$ cat config.mk
export PLATFORM = sky130hd
export DESIGN_NAME = imm_gen_stage_flat
export DESIGN_NICKNAME = d
export VERILOG_FILES = /design/src/rtl/imm_gen_stage_if.sv /design/src/rtl/imm_gen_stage.sv /design/src/flat_wrapper.sv
export SDC_FILE = /design/constraint.sdc
export NUM_CORES = 1
export LEC_CHECK = 0
export BUFFER_PORTS_ARGS = -buffer_cell sky130_fd_sc_hd__buf_2
export CAP_MARGIN = 0
export CORE_UTILIZATION = 40
export DETAILED_ROUTE_END_ITERATION = 6
export REMOVE_ABC_BUFFERS = 1
export SLEW_MARGIN = 25
export SYNTH_ARGS = -nofsm -noshare
export SYNTH_HDL_FRONTEND = slang
export SYNTH_SLANG_ARGS = --single-unit
export TNS_END_PERCENT = 5
$ cat constraint.sdc
create_clock -name clk -period 21.5 [get_ports clk]
set_input_delay 1.075 -clock clk [delete_from_list [all_inputs] [get_ports clk]]
set_output_delay 1.075 -clock clk [all_outputs]
set_load 0.05 [all_outputs]
$ cat src/rtl/imm_gen_stage_if.sv
// Handshake bundle between the immediate-generator stage and its neighbours.
// master = upstream/downstream driver side, slave = the stage itself.
interface imm_gen_stage_if #(
   parameter int unsigned XLEN = 32
);
   logic            in_valid;
   logic            in_ready;
   logic [31:0]     in_instr;
   logic [2:0]      in_imm_src;
   logic            out_valid;
   logic            out_ready;
   logic [XLEN-1:0] out_imm;
   logic [31:0]     out_instr;
   logic            out_illegal;

   modport master (
      output in_valid, in_instr, in_imm_src, out_ready,
      input  in_ready, out_valid, out_imm, out_instr, out_illegal
   );

   modport slave (
      input  in_valid, in_instr, in_imm_src, out_ready,
      output in_ready, out_valid, out_imm, out_instr, out_illegal
   );
endinterface

$ cat src/rtl/imm_gen_stage.sv
// RISC-V immediate generator followed by a small result queue.
// The immediate is decoded and sign-extended at enqueue time; each queue
// entry carries the extended immediate, the raw instruction and an
// illegal-format flag.
module imm_gen_stage #(
   parameter int unsigned XLEN  = 32,
   parameter int unsigned DEPTH = 2
) (
   input  logic           clk,
   input  logic           rst,
   input  logic           flush,
   imm_gen_stage_if.slave bus
);
   localparam int unsigned PW   = $clog2(DEPTH);
   localparam logic [PW:0] FULL = (PW+1)'(DEPTH);

   typedef enum logic [2:0] {
      SRC_I  = 3'b000,
      SRC_S  = 3'b001,
      SRC_B  = 3'b010,
      SRC_U  = 3'b011,
      SRC_J  = 3'b100,
      SRC_Z  = 3'b101,
      SRC_R6 = 3'b110,
      SRC_R7 = 3'b111
   } imm_src_e;

   logic [XLEN-1:0]   mem_imm   [DEPTH];
   logic [31:0]       mem_instr [DEPTH];
   logic              mem_ill   [DEPTH];
   logic [PW-1:0]     wr_ptr;
   logic [PW-1:0]     rd_ptr;
   logic [PW:0]       count;
   logic              push;
   logic              pop;
   logic              out_valid_i;
   logic signed [31:0] dec_imm32;
   logic [XLEN-1:0]   dec_imm;
   logic              dec_ill;

   // Decode the 32-bit immediate; bit 31 of every signed format is instr[31],
   // so a single signed widening below covers the XLEN=64 sign extension.
   always_comb begin
      dec_imm32 = '0;
      dec_ill   = 1'b0;
      unique case (imm_src_e'(bus.in_imm_src))
         SRC_I:   dec_imm32 = {{20{bus.in_instr[31]}}, bus.in_instr[31:20]};
         SRC_S:   dec_imm32 = {{20{bus.in_instr[31]}}, bus.in_instr[31:25], bus.in_instr[11:7]};
         SRC_B:   dec_imm32 = {{19{bus.in_instr[31]}}, bus.in_instr[31], bus.in_instr[7],
                               bus.in_instr[30:25], bus.in_instr[11:8], 1'b0};
         SRC_U:   dec_imm32 = {bus.in_instr[31:12], 12'b0};
         SRC_J:   dec_imm32 = {{11{bus.in_instr[31]}}, bus.in_instr[31], bus.in_instr[19:12],
                               bus.in_instr[20], bus.in_instr[30:21], 1'b0};
         SRC_Z:   dec_imm32 = {27'b0, bus.in_instr[19:15]};
         default: dec_ill   = 1'b1;
      endcase
   end

   assign dec_imm = XLEN'(dec_imm32);

   assign out_valid_i   = (count != '0);
   assign push          = bus.in_valid && bus.in_ready;
   assign pop           = out_valid_i && bus.out_ready;

   assign bus.in_ready    = (count < FULL);
   assign bus.out_valid   = out_valid_i;
   assign bus.out_imm     = out_valid_i ? mem_imm[rd_ptr]   : '0;
   assign bus.out_instr   = out_valid_i ? mem_instr[rd_ptr] : '0;
   assign bus.out_illegal = out_valid_i ? mem_ill[rd_ptr]   : 1'b0;

   // Entry storage: written on an accepted push, never cleared.
   always_ff @(posedge clk) begin
      if (push && !rst && !flush) begin
         mem_imm[wr_ptr]   <= dec_imm;
         mem_instr[wr_ptr] <= bus.in_instr;
         mem_ill[wr_ptr]   <= dec_ill;
      end
   end

   // Queue bookkeeping: reset/flush empty the queue, pointers wrap naturally.
   always_ff @(posedge clk) begin
      if (rst || flush) begin
         wr_ptr <= '0;
         rd_ptr <= '0;
         count  <= '0;
      end else begin
         if (push) wr_ptr <= wr_ptr + 1'b1;
         if (pop)  rd_ptr <= rd_ptr + 1'b1;
         unique case ({push, pop})
            2'b10:   count <= count + 1'b1;
            2'b01:   count <= count - 1'b1;
            default: count <= count;
         endcase
      end
   end
endmodule

$ cat src/flat_wrapper.sv
// flat-port wrapper written by rule: the top's interface ports become plain ports
module imm_gen_stage_flat 
#(
   parameter int unsigned XLEN  = 32,
   parameter int unsigned DEPTH = 2
)
  (clk, rst, flush, bus_in_valid, bus_in_instr, bus_in_imm_src, bus_out_ready, bus_in_ready, bus_out_valid, bus_out_imm, bus_out_instr, bus_out_illegal);
  imm_gen_stage_if #(.XLEN(XLEN)) bus_i ();
  input  logic clk;
  input  logic rst;
  input  logic flush;
  input wire logic [$bits(bus_i.in_valid)-1:0] bus_in_valid;
  input wire logic [$bits(bus_i.in_instr)-1:0] bus_in_instr;
  input wire logic [$bits(bus_i.in_imm_src)-1:0] bus_in_imm_src;
  input wire logic [$bits(bus_i.out_ready)-1:0] bus_out_ready;
  output wire logic [$bits(bus_i.in_ready)-1:0] bus_in_ready;
  output wire logic [$bits(bus_i.out_valid)-1:0] bus_out_valid;
  output wire logic [$bits(bus_i.out_imm)-1:0] bus_out_imm;
  output wire logic [$bits(bus_i.out_instr)-1:0] bus_out_instr;
  output wire logic [$bits(bus_i.out_illegal)-1:0] bus_out_illegal;
  assign bus_i.in_valid = bus_in_valid;
  assign bus_i.in_instr = bus_in_instr;
  assign bus_i.in_imm_src = bus_in_imm_src;
  assign bus_i.out_ready = bus_out_ready;
  assign bus_in_ready = bus_i.in_ready;
  assign bus_out_valid = bus_i.out_valid;
  assign bus_out_imm = bus_i.out_imm;
  assign bus_out_instr = bus_i.out_instr;
  assign bus_out_illegal = bus_i.out_illegal;
  imm_gen_stage #(.XLEN(XLEN), .DEPTH(DEPTH)) u_core (.clk(clk), .rst(rst), .flush(flush), .bus(bus_i));
endmodule
==> impl.org, run 1 <==
** Status
- The run finished with clean final reports.

** Routing
- Dividing the detail-routed via count by the number of cells gives 4.96.
- Total Routed Length :: 11.6 mm
- Total via count after detailed routing :: 3,420
- Final routed wire length divided by cell count :: 16.8 um
- Final antenna-violating net count :: 0
- Pre-Repair DR Iteration Count :: 4
- DRC violation count after routing :: 0
- After the first detailed-routing iteration, the DRC count stood at 221.

** Synthesis
- Counting distinct cell types in the post-synthesis netlist gives 41.
- Number of flops mapped to enable cells by yosys :: 130
- Mapped Avg Cell Area :: 14.8 sq um
- Number of storage elements in the synthesis netlist :: 135
- The portion of synthesized area spent on multiplexers is 0.114.
- Synth Area in Simple Gates :: 0.0874
- Mapped Area :: 5790 sq um
- The post-synthesis compound-gate area fraction is 0.0670.
- Of the total synthesized cell area, the portion taken by full adders, half adders and majority gates is 0.00411.
- Instance count of the mapped netlist :: 391
- Fraction of synthesis flops using an asynchronous set or reset pin :: 0
- Most area-consuming cells after synthesis :: sky130_fd_sc_hd__edfxtp_1 67%, sky130_fd_sc_hd__mux2i_1 11%, sky130_fd_sc_hd__nor2_1 4.7%
- Post-synthesis share of cell area spent on xor and xnor gates :: 0.00605
- By area, the combinational part of the netlist is dominated by multiplexers.
- Of the post-synthesis cell area, the dominant cell type holds 0.675.
- Dominant cell type by area after synthesis :: sky130_fd_sc_hd__edfxtp_1
- Part of the Yosys area used for sequential elements :: 0.692
- Number of warnings reported in the yosys synthesis log :: 0
- The most used flip-flop cell after synthesis is sky130_fd_sc_hd__edfxtp_1.

** Power and ir drop
- For this design the static power due to leakage is 2.62 nW.
- Peak supply drop :: 48.2 uV
- Overall power consumption after layout is estimated at 0.636 mW.
- Power per cell area :: 90.6 nW/um^2

** Finish
- Number of non-filler instances in the completed layout :: 690
- From synthesis to final layout, the design area changed by 21.4%.
- Layout cells sized above 1 :: 0.339
- Layout fillers :: 1,251
- The final layout contains 539 nets.
- Diode count :: 0

** Global routing
- In the global route stage, met1 resource usage came out at 0.205.
- For this run, global-route usage on met2 was measured as 0.268.
- Largest net degree at the start of global routing :: 66
- Most Crowded Layer GR :: met2
- The number of antenna violations at the first check in global routing was 1.
- GRT Util Overall :: 0.165
- GR Overflow Total :: 0
- Vias in the first global route :: 3,432
- Met3 usage :: 0.0502
- The first global-routing pass estimated 17.9 mm of wire.

** Placed design
- Including well taps, the total number of placed cells is 659.
- The congestion estimate from routability-driven global placement came to 0.721.
- IO Port Bufs :: 106
- The wire-length estimate of the detail-placed layout is 7.06 mm.

** Run
- Across the run, the number of max-cap violations was 0.

** Floorplanning
- From bottom edge to top edge, the die measures 122 um.
- The initial utilization of the core area, before any placement, comes to 0.414.
- After floorplanning, the core was sized to cover 14,000 sq um.
- The die covers 15,000 sq um.
- Die Width :: 122 um
- I/O pin total :: 107
- Std cell rows :: 43

** CTS
- TritonCTS clock tree :: yes
- Clock transition at the register clock pins on the worst setup and hold paths after CTS :: 0.05 ns
- Cts hold-fix bufs :: 0
- The tree is rooted in a sky130_fd_sc_hd__clkbuf_16.
- Counting the buffers created by CTS gives 17.
- For this design, the sink count on the clock tree is 135.
- Number of buffers inserted to repair setup after CTS :: 0
- H-tree Lvls :: 4
- Insertion delay of the later-clocked pin in the worst-skew pair :: 0.41 ns
- Number of buffers on the longest clock path :: 2
- Count of instances resized after the clock tree is built :: 0

** Setup path
- Cell breakdown of the critical path :: nor2_4 -> buf_4 -> nor2_1 -> buf_2
- In this run the worst path has a maximum fanout of 35.
- For the worst setup path, the data required time is 20.43 ns.
- The slowest stage of the critical path is the sky130_fd_sc_hd__nor2_4 cell.
- Arrival time of data at the critical path endpoint :: 2.29 ns
- Delay contributed by the slowest stage of the critical path :: 0.66 ns
- CP startpoint kind :: flip-flop
- STA classifies the critical path endpoint as a primary output.
- Critical Setup Path Class :: reg -> out

** Timing
- Period Utilization, post-route :: 0.156
- Sum of negative setup slack :: 0 ns
- Number of failing setup endpoints in the final timing report :: 0
- The count of final max-slew check failures was 0.
- Between clock sinks in the finished design, the worst skew comes to 0.00484 ns.
- Setup repair after global routing left no endpoint under its margin.
- The total count of hold-check failures in the final report came to 0.
- The routed design could run at a clock period as short as 3.36 ns.
- For this run, the top clock speed supported by timing is 0.297 GHz.
- In this run the tightest slew margin relative to its limit is 0.363.
- Worst-margin pin slew :: 0.955 ns

** Min path
- In this run the worst hold path is classified as reg -> reg.
-- critical path, delay by kind of cell, from the launching register on --
family,cells,cell delay [ns]
buffers and inverters,2,0.71
flip-flops,1,0.36
AND/OR/NAND/NOR,2,0.79
-- report_power, final --
part	leakage (nW)	internal [mW]	switching [mW]
registers	1.23	0.296	0.00199
logic	1.11	0.0192	0.0512
clock network	0.271	0.167	0.101
total	2.62	0.482	0.155
-- final cells by class --
class,count,area (sq um),area share
Clock inverter,13,114,0.0162
Clock buffer,18,429,0.0611
Timing Repair Buffer,111,593,0.0844
Multi-Input combinational cell,227,1630,0.232
Tap cell,180,225,0.0321
Sequential cell,135,4010,0.571
Inverter,6,22.5,0.00321
-- metrics by stage --
step | setup WS [ns] | utilization | area [sq um] | hold slack (ns)
floorplan | 13.34 | - | 5640 | 0.492
global placement | 18.54 | 0.460 | 6440 | 0.540
CTS | 18.05 | 0.502 | 7020 | 0.564
global route | 17.94 | 0.502 | 7020 | 0.592
finish | 18.14 | 0.502 | 7020 | 0.563
detailed placement | 18.50 | 0.463 | 6480 | 0.539
-- path summary, 6_finish.rpt --
check	from	endpoint	slack, ns	depth (start not counted)
setup / recovery	u_core.count[1]	bus_out_imm[1]	18.14	4
hold / removal	u_core.rd_ptr	flip-flop	0.56	2
setup reg to reg	u_core.count[1]	u_core.mem_instr[1][6]	19.61	2
hold reg to reg	u_core.rd_ptr	flip-flop	0.56	2
-- placed cells by master (no fill, tap or decap), types with 2 or more instances in the layout --
master	n
sky130_fd_sc_hd__bufinv_16	2
sky130_fd_sc_hd__edfxtp_1	130
sky130_fd_sc_hd__buf_2	106
sky130_fd_sc_hd__o22ai_2	7
sky130_fd_sc_hd__xnor2_1	2
sky130_fd_sc_hd__clkinv_1	3
sky130_fd_sc_hd__inv_1	6
sky130_fd_sc_hd__nor2_1	72
sky130_fd_sc_hd__nor3_1	4
sky130_fd_sc_hd__buf_12	2
sky130_fd_sc_hd__mux2i_1	65
sky130_fd_sc_hd__a311o_1	4
sky130_fd_sc_hd__o21ai_0	3
sky130_fd_sc_hd__nand2_1	5
sky130_fd_sc_hd__a21oi_2	9
sky130_fd_sc_hd__and2_1	3
sky130_fd_sc_hd__o22ai_1	2
sky130_fd_sc_hd__nand2b_2	4
sky130_fd_sc_hd__and2b_2	6
sky130_fd_sc_hd__a21oi_1	7
sky130_fd_sc_hd__clkinv_2	7
sky130_fd_sc_hd__nor2b_1	2
sky130_fd_sc_hd__clkbuf_16	17
sky130_fd_sc_hd__buf_4	3
sky130_fd_sc_hd__xor2_1	2
sky130_fd_sc_hd__a21o_1	10
sky130_fd_sc_hd__dfxtp_1	4
sky130_fd_sc_hd__o21ai_1	4
-- flip-flops by register name (all words and copies together), names as in the netlist, named ones only --
name / flops
u_core.count: 2
u_core.mem_instr: 64
u_core.mem_ill: 2
u_core.mem_imm: 64
u_core.wr_ptr: 1
u_core.rd_ptr: 1
-- cell families after synthesis --
family / count (synthesis)
AND/OR/NAND/NOR: 106
XOR/XNOR: 4
flip-flops: 135
buffers and inverters: 29
multiplexers: 66
AO/OA/AOI/OAI: 49
adder cells (fa/ha/maj): 2
-- layer usage --
| layer | routed length, um | vias to the layer above |
|---|---|---|
| li1 | - | 1657 |
| met1 | 5180 | 1653 |
| met2 | 5710 | 90 |
| met3 | 540 | 18 |
| met4 | 157 | 2 |
| met5 | 13 | - |
-- synth_stat cells, types with 4 or more instances --
| cell type | instances |
|---|---|
| sky130_fd_sc_hd__a21oi_1 | 7 |
| sky130_fd_sc_hd__o22ai_2 | 7 |
| sky130_fd_sc_hd__nand2_1 | 5 |
| sky130_fd_sc_hd__nor2_1 | 73 |
| sky130_fd_sc_hd__mux2i_1 | 65 |
| sky130_fd_sc_hd__nand2b_2 | 4 |
| sky130_fd_sc_hd__nor3_1 | 4 |
| sky130_fd_sc_hd__a21oi_2 | 9 |
| sky130_fd_sc_hd__a21o_1 | 10 |
| sky130_fd_sc_hd__edfxtp_1 | 130 |
| sky130_fd_sc_hd__and2b_2 | 6 |
| sky130_fd_sc_hd__buf_4 | 7 |
| sky130_fd_sc_hd__dfxtp_1 | 5 |
| sky130_fd_sc_hd__inv_1 | 6 |
| sky130_fd_sc_hd__o21ai_1 | 4 |
| sky130_fd_sc_hd__a311o_1 | 4 |
| sky130_fd_sc_hd__buf_2 | 9 |
Power figures use the tool's default switching activity.
==> inputs of run 2 (changes only) <==
--- a/config.mk
+++ b/config.mk
@@ -5,6 +5,7 @@
 export SDC_FILE = /design/constraint.sdc
 export NUM_CORES = 1
 export LEC_CHECK = 0
+export ABC_AREA = 1
 export BUFFER_PORTS_ARGS = -buffer_cell sky130_fd_sc_hd__buf_2
 export CAP_MARGIN = 0
 export CORE_UTILIZATION = 40
==> constraint.sdc (replaced) <==
create_clock -name clk -period 2.8 [get_ports clk]
set_input_delay 0.14 -clock clk [delete_from_list [all_inputs] [get_ports clk]]
set_output_delay 0.14 -clock clk [all_outputs]
set_load 0.05 [all_outputs]
==> run 2 against run 1 <==
Effect of this change:
- combinational power grew to 7.1 times the previous value
- global-route usage is 1.7 points higher
- synthesized area is 5.3% lower
- total power grew to 8.1 times the previous value
- via count is 15% higher
- hold slack worse by 0.54 ns
- clock skew hardly changed
- critical endpoint is now bus_out_imm[22]
- largest power group is now clock
==> impl.org, run 2 <==
** Status
- Run status :: finished clean

** Finish
- Most common cell after layout, fill and taps aside :: sky130_fd_sc_hd__nand2_1
- Diode count :: 0 (unchanged)
- Growth of design area from synthesis to finish :: 31.1%
- Final core utilization :: 0.540 (+0.0381)
- In the final layout, the registers with the most flip-flops are u_core.mem_imm: 64 flops, u_core.mem_instr: 64 flops.
- In the layout the commonest cells are 175 x sky130_fd_sc_hd__nand2_1, 130 x sky130_fd_sc_hd__edfxtp_1, 106 x sky130_fd_sc_hd__buf_2.
- The final-stage net count is 660 (+22%).
- The share of final-layout standard cells stronger than drive strength 1 was 0.241 (-0.0987).

** Timing
- The count of final max-slew check failures is 0 (unchanged).
- Period Utilization, post-route :: 0.808
- The transition time of the tightest slew-check pin came to 0.734 ns (-0.221 ns).
- The final count of negative-setup-slack endpoints is 0 (unchanged).
- Final worst setup slack :: 0.538 ns (-17.60 ns)
- The worst max-slew margin expressed relative to the limit was 0.511 (+0.147).
- The largest clock skew in the final design is 0.00485 ns (+0.00000755 ns).
- Setup repair after global routing left no endpoint under its margin.
- Based on the critical path, the design can be clocked at up to 0.442 GHz.
- Count of endpoints failing hold in the final timing report :: 0 (unchanged)
- Min Tclk post-route :: 2.26 ns

** CTS
- The clock sink count is 135 (unchanged).
- The buffers inserted during post-CTS setup optimization came to 0 (unchanged).
- Root buf cell :: sky130_fd_sc_hd__clkbuf_16
- Clock transition at the register clock pins on the worst setup and hold paths after CTS :: 0.06 ns (about the same)
- CTS Buf Count :: 17 (unchanged)
- The maximum count of clock buffers along a single path was 2 (unchanged).
- Count of instances resized after the clock tree is built :: 0 (unchanged)
- Insertion delay of the later-clocked pin in the worst-skew pair :: 0.40 ns (about the same)
- H-tree Lvls :: 4 (unchanged)
- Cts hold-fix bufs :: 32 (+32)
- TritonCTS built the clock tree.

** Power and ir drop
- The power density over the cells was 717 nW/um^2 (+690%).
- Static power due to leakage :: 2.95 nW (+13%)
- The combinational cell fraction of total power is 0.097 (-0.014).
- Power share of the clock group :: 0.460 (+0.039)
- Cell Int Power :: 3.97 mW (+730%)
- Fraction of power spent switching nets :: 0.228 (-0.0149)
- The register share of total power was 0.443 (-0.025).
- Reported net switching power :: 1.17 mW (+660%)
- Peak supply drop :: 339 uV (+600%)

** Setup path
- STA classifies the critical path endpoint as a primary output.
- Critical Setup Path Class :: reg -> out
- The worst setup path is launched from a flip-flop.
- The data arrival time of the critical path was 2.12 ns (-0.17 ns).
- The worst path required time is 2.66 ns (-17.77 ns).
- The maximum fanout count along the critical path is 26 (-26%).

** Synthesis
- Number of warnings reported in the yosys synthesis log :: 0 (unchanged)
- Mapped Area :: 5480 sq um (-5.3%)
- The cell count after synthesis was 478 (+22%).
- Number of storage elements in the synthesis netlist :: 135 (unchanged)
- Area share of the leading cell type in the synthesized netlist :: 0.712 (+0.0377)
- Ranked by total cell area, the synthesized netlist is headed by sky130_fd_sc_hd__edfxtp_1 71%, sky130_fd_sc_hd__nand2_1 12%, sky130_fd_sc_hd__a21oi_1 6.1%.
- The synthesized design spends more area on one cell type than any other, namely sky130_fd_sc_hd__edfxtp_1.
- The number of synthesized flops with an enable pin was 130 (unchanged).
- Part of the Yosys area used for sequential elements :: 0.731 (+0.0387)
- The most common cell in the synthesized netlist is sky130_fd_sc_hd__nand2_1.
- Synth cell types :: 19 (-54%)
- The async set-reset flop share out of synthesis was 0 (unchanged).
- The synthesized area divided by synthesized cell count was 11.5 sq um (-23%).
- In the synthesized netlist the dominant register cell turns out to be sky130_fd_sc_hd__edfxtp_1.
- Most frequent cells after synthesis :: 175 x sky130_fd_sc_hd__nand2_1, 130 x sky130_fd_sc_hd__edfxtp_1, 67 x sky130_fd_sc_hd__a21oi_1

** Global routing
- The global-route wire length before repair is 19.4 mm (+8.3%).
- GRT Util Overall :: 0.182 (+0.0167)
- GR Overflow Total :: 0 (unchanged)
- The number of global-route vias before repair came to 3,937 (+15%).
- The maximum number of pins on one net before global-route repair was 67 (+1.5%).
- The number of antenna violations at the first check in global routing is 0 (-1).

** Min path
- Kind of path behind the tightest hold check :: in -> reg

** Placed design
- The count of buffers from port buffering is 106 (unchanged).
- Placer Congestion :: 0.773 (+7.3%)
- The worst slack after detailed placement is 0.890 ns (-17.61 ns).
- HPWL after DPL :: 7.23 mm (+2.4%)

** Floorplanning
- Total die area :: 14,200 sq um (-5.2%)
- The die width came to 119 um (-2.6%).
- Effective utilization at floorplan :: 0.412 (-0.00149)
- The core area came to 13,300 sq um (-5.0%).
- The top-level I/O count was 107 (unchanged).
- Std cell rows :: 42 (-2.3%)
- The floorplan die height was 119 um (-2.6%).

** Run
- The number of max-capacitance violations reported came to 0 (unchanged).

** Routing
- Final antenna-violating net count :: 0 (unchanged)
- The DRC violation count after routing came to 0 (unchanged).
- Total via count after detailed routing :: 3,930 (+15%)
- Total Routed Length :: 12.4 mm (+7.0%)
- Pre-Repair DR Iteration Count :: 4 (unchanged)
- Vias per cell :: 4.86 (-1.9%)
- Final routed wire length divided by cell count :: 15.4 um (-8.6%)
- Initial DRC count :: 289 (+31%)
## run 2: cell types whose count changed after synthesis, sizes merged, moves of 11 or more
cell	before	now
nand2	5	177
mux2i	65	0
a21oi	16	67
nor2	73	24
inv	6	22
a21o	11	0
nand3	0	18
## run 2: kinds of logic after synthesis
kind of cell	after synthesis	synth area share
AOI/OAI and AO/OA	75	0.0685
adders and majority gates	1	0.00228
buffers and inverters	45	0.0384
DFF	135	0.731
and+or+nand+nor	222	0.160
## run 2: worst paths after layout
kind	cells after the start	startpoint	slack, ns	endpoint
worst max-delay path	5	flip-flop	0.54	bus_out_imm[22]
worst min-delay path	4	flush	0.02	u_core.count[1]
worst max register to register	4	u_core.count[1]	1.09	u_core.mem_imm[0][8]
worst min register to register	2	u_core.wr_ptr	0.47	u_core.wr_ptr
## run 2: critical path, cell delays in order (launching register included)
cell and delay, ns:
sky130_fd_sc_hd__dfxtp_2 0.32, sky130_fd_sc_hd__inv_2 0.36, sky130_fd_sc_hd__buf_4 0.40, sky130_fd_sc_hd__nand2_1 0.08
sky130_fd_sc_hd__a21oi_1 0.22, sky130_fd_sc_hd__buf_2 0.31
## run 2: power by group through the flow
| stage | clock network (mW) | registers (mW) | logic (mW) |
|---|---|---|---|
| 6_report | 2.37 | 2.28 | 0.500 |
| 3_5_place_dp | 0 | 2.32 | 0.468 |
| 2_1_floorplan | 0 | 2.33 | 0.303 |
| 4_1_cts | 2.41 | 2.28 | 0.504 |
| 3_3_place_gp | 0 | 2.32 | 0.462 |
| 5_1_grt | 2.49 | 2.28 | 0.541 |
## run 2: stage by stage
| stage | setup TNS (ns) | hold slack, ns | cell area, sq um | total power, mW | cells |
|---|---|---|---|---|---|
| CTS | 0 | 0.00459 | 7180 | 5.19 | 808 |
| global placement | 0 | 0.336 | 6230 | 2.78 | 744 |
| finish | 0 | 0.0199 | 7180 | 5.15 | 808 |
| global route | 0 | 0.0171 | 7180 | 5.31 | 808 |
| floorplan | -319.47 | 0.239 | 5350 | 2.63 | 455 |
| detailed placement | 0 | 0.340 | 6230 | 2.79 | 744 |
## run 2: per-layer routing
layer | global-route usage | vias up | part of all wire
li1 | - | 1930 | -
met5 | 0 | - | 0
met1 | 0.228 | 1869 | 0.45
met4 | 0.0641 | 0 | 0.0091
met3 | 0.0522 | 9 | 0.051
met2 | 0.301 | 122 | 0.49
## run 2: final cells by class
type | count | area (sq um)
tap | 176 | 220
clock buffer | 18 | 429
clock inverter | 14 | 206
timing repair buffer | 145 | 953
multi-input combinational | 298 | 1290
sequential | 135 | 4010
fill | 1141 | 6110
inverter | 22 | 82.6
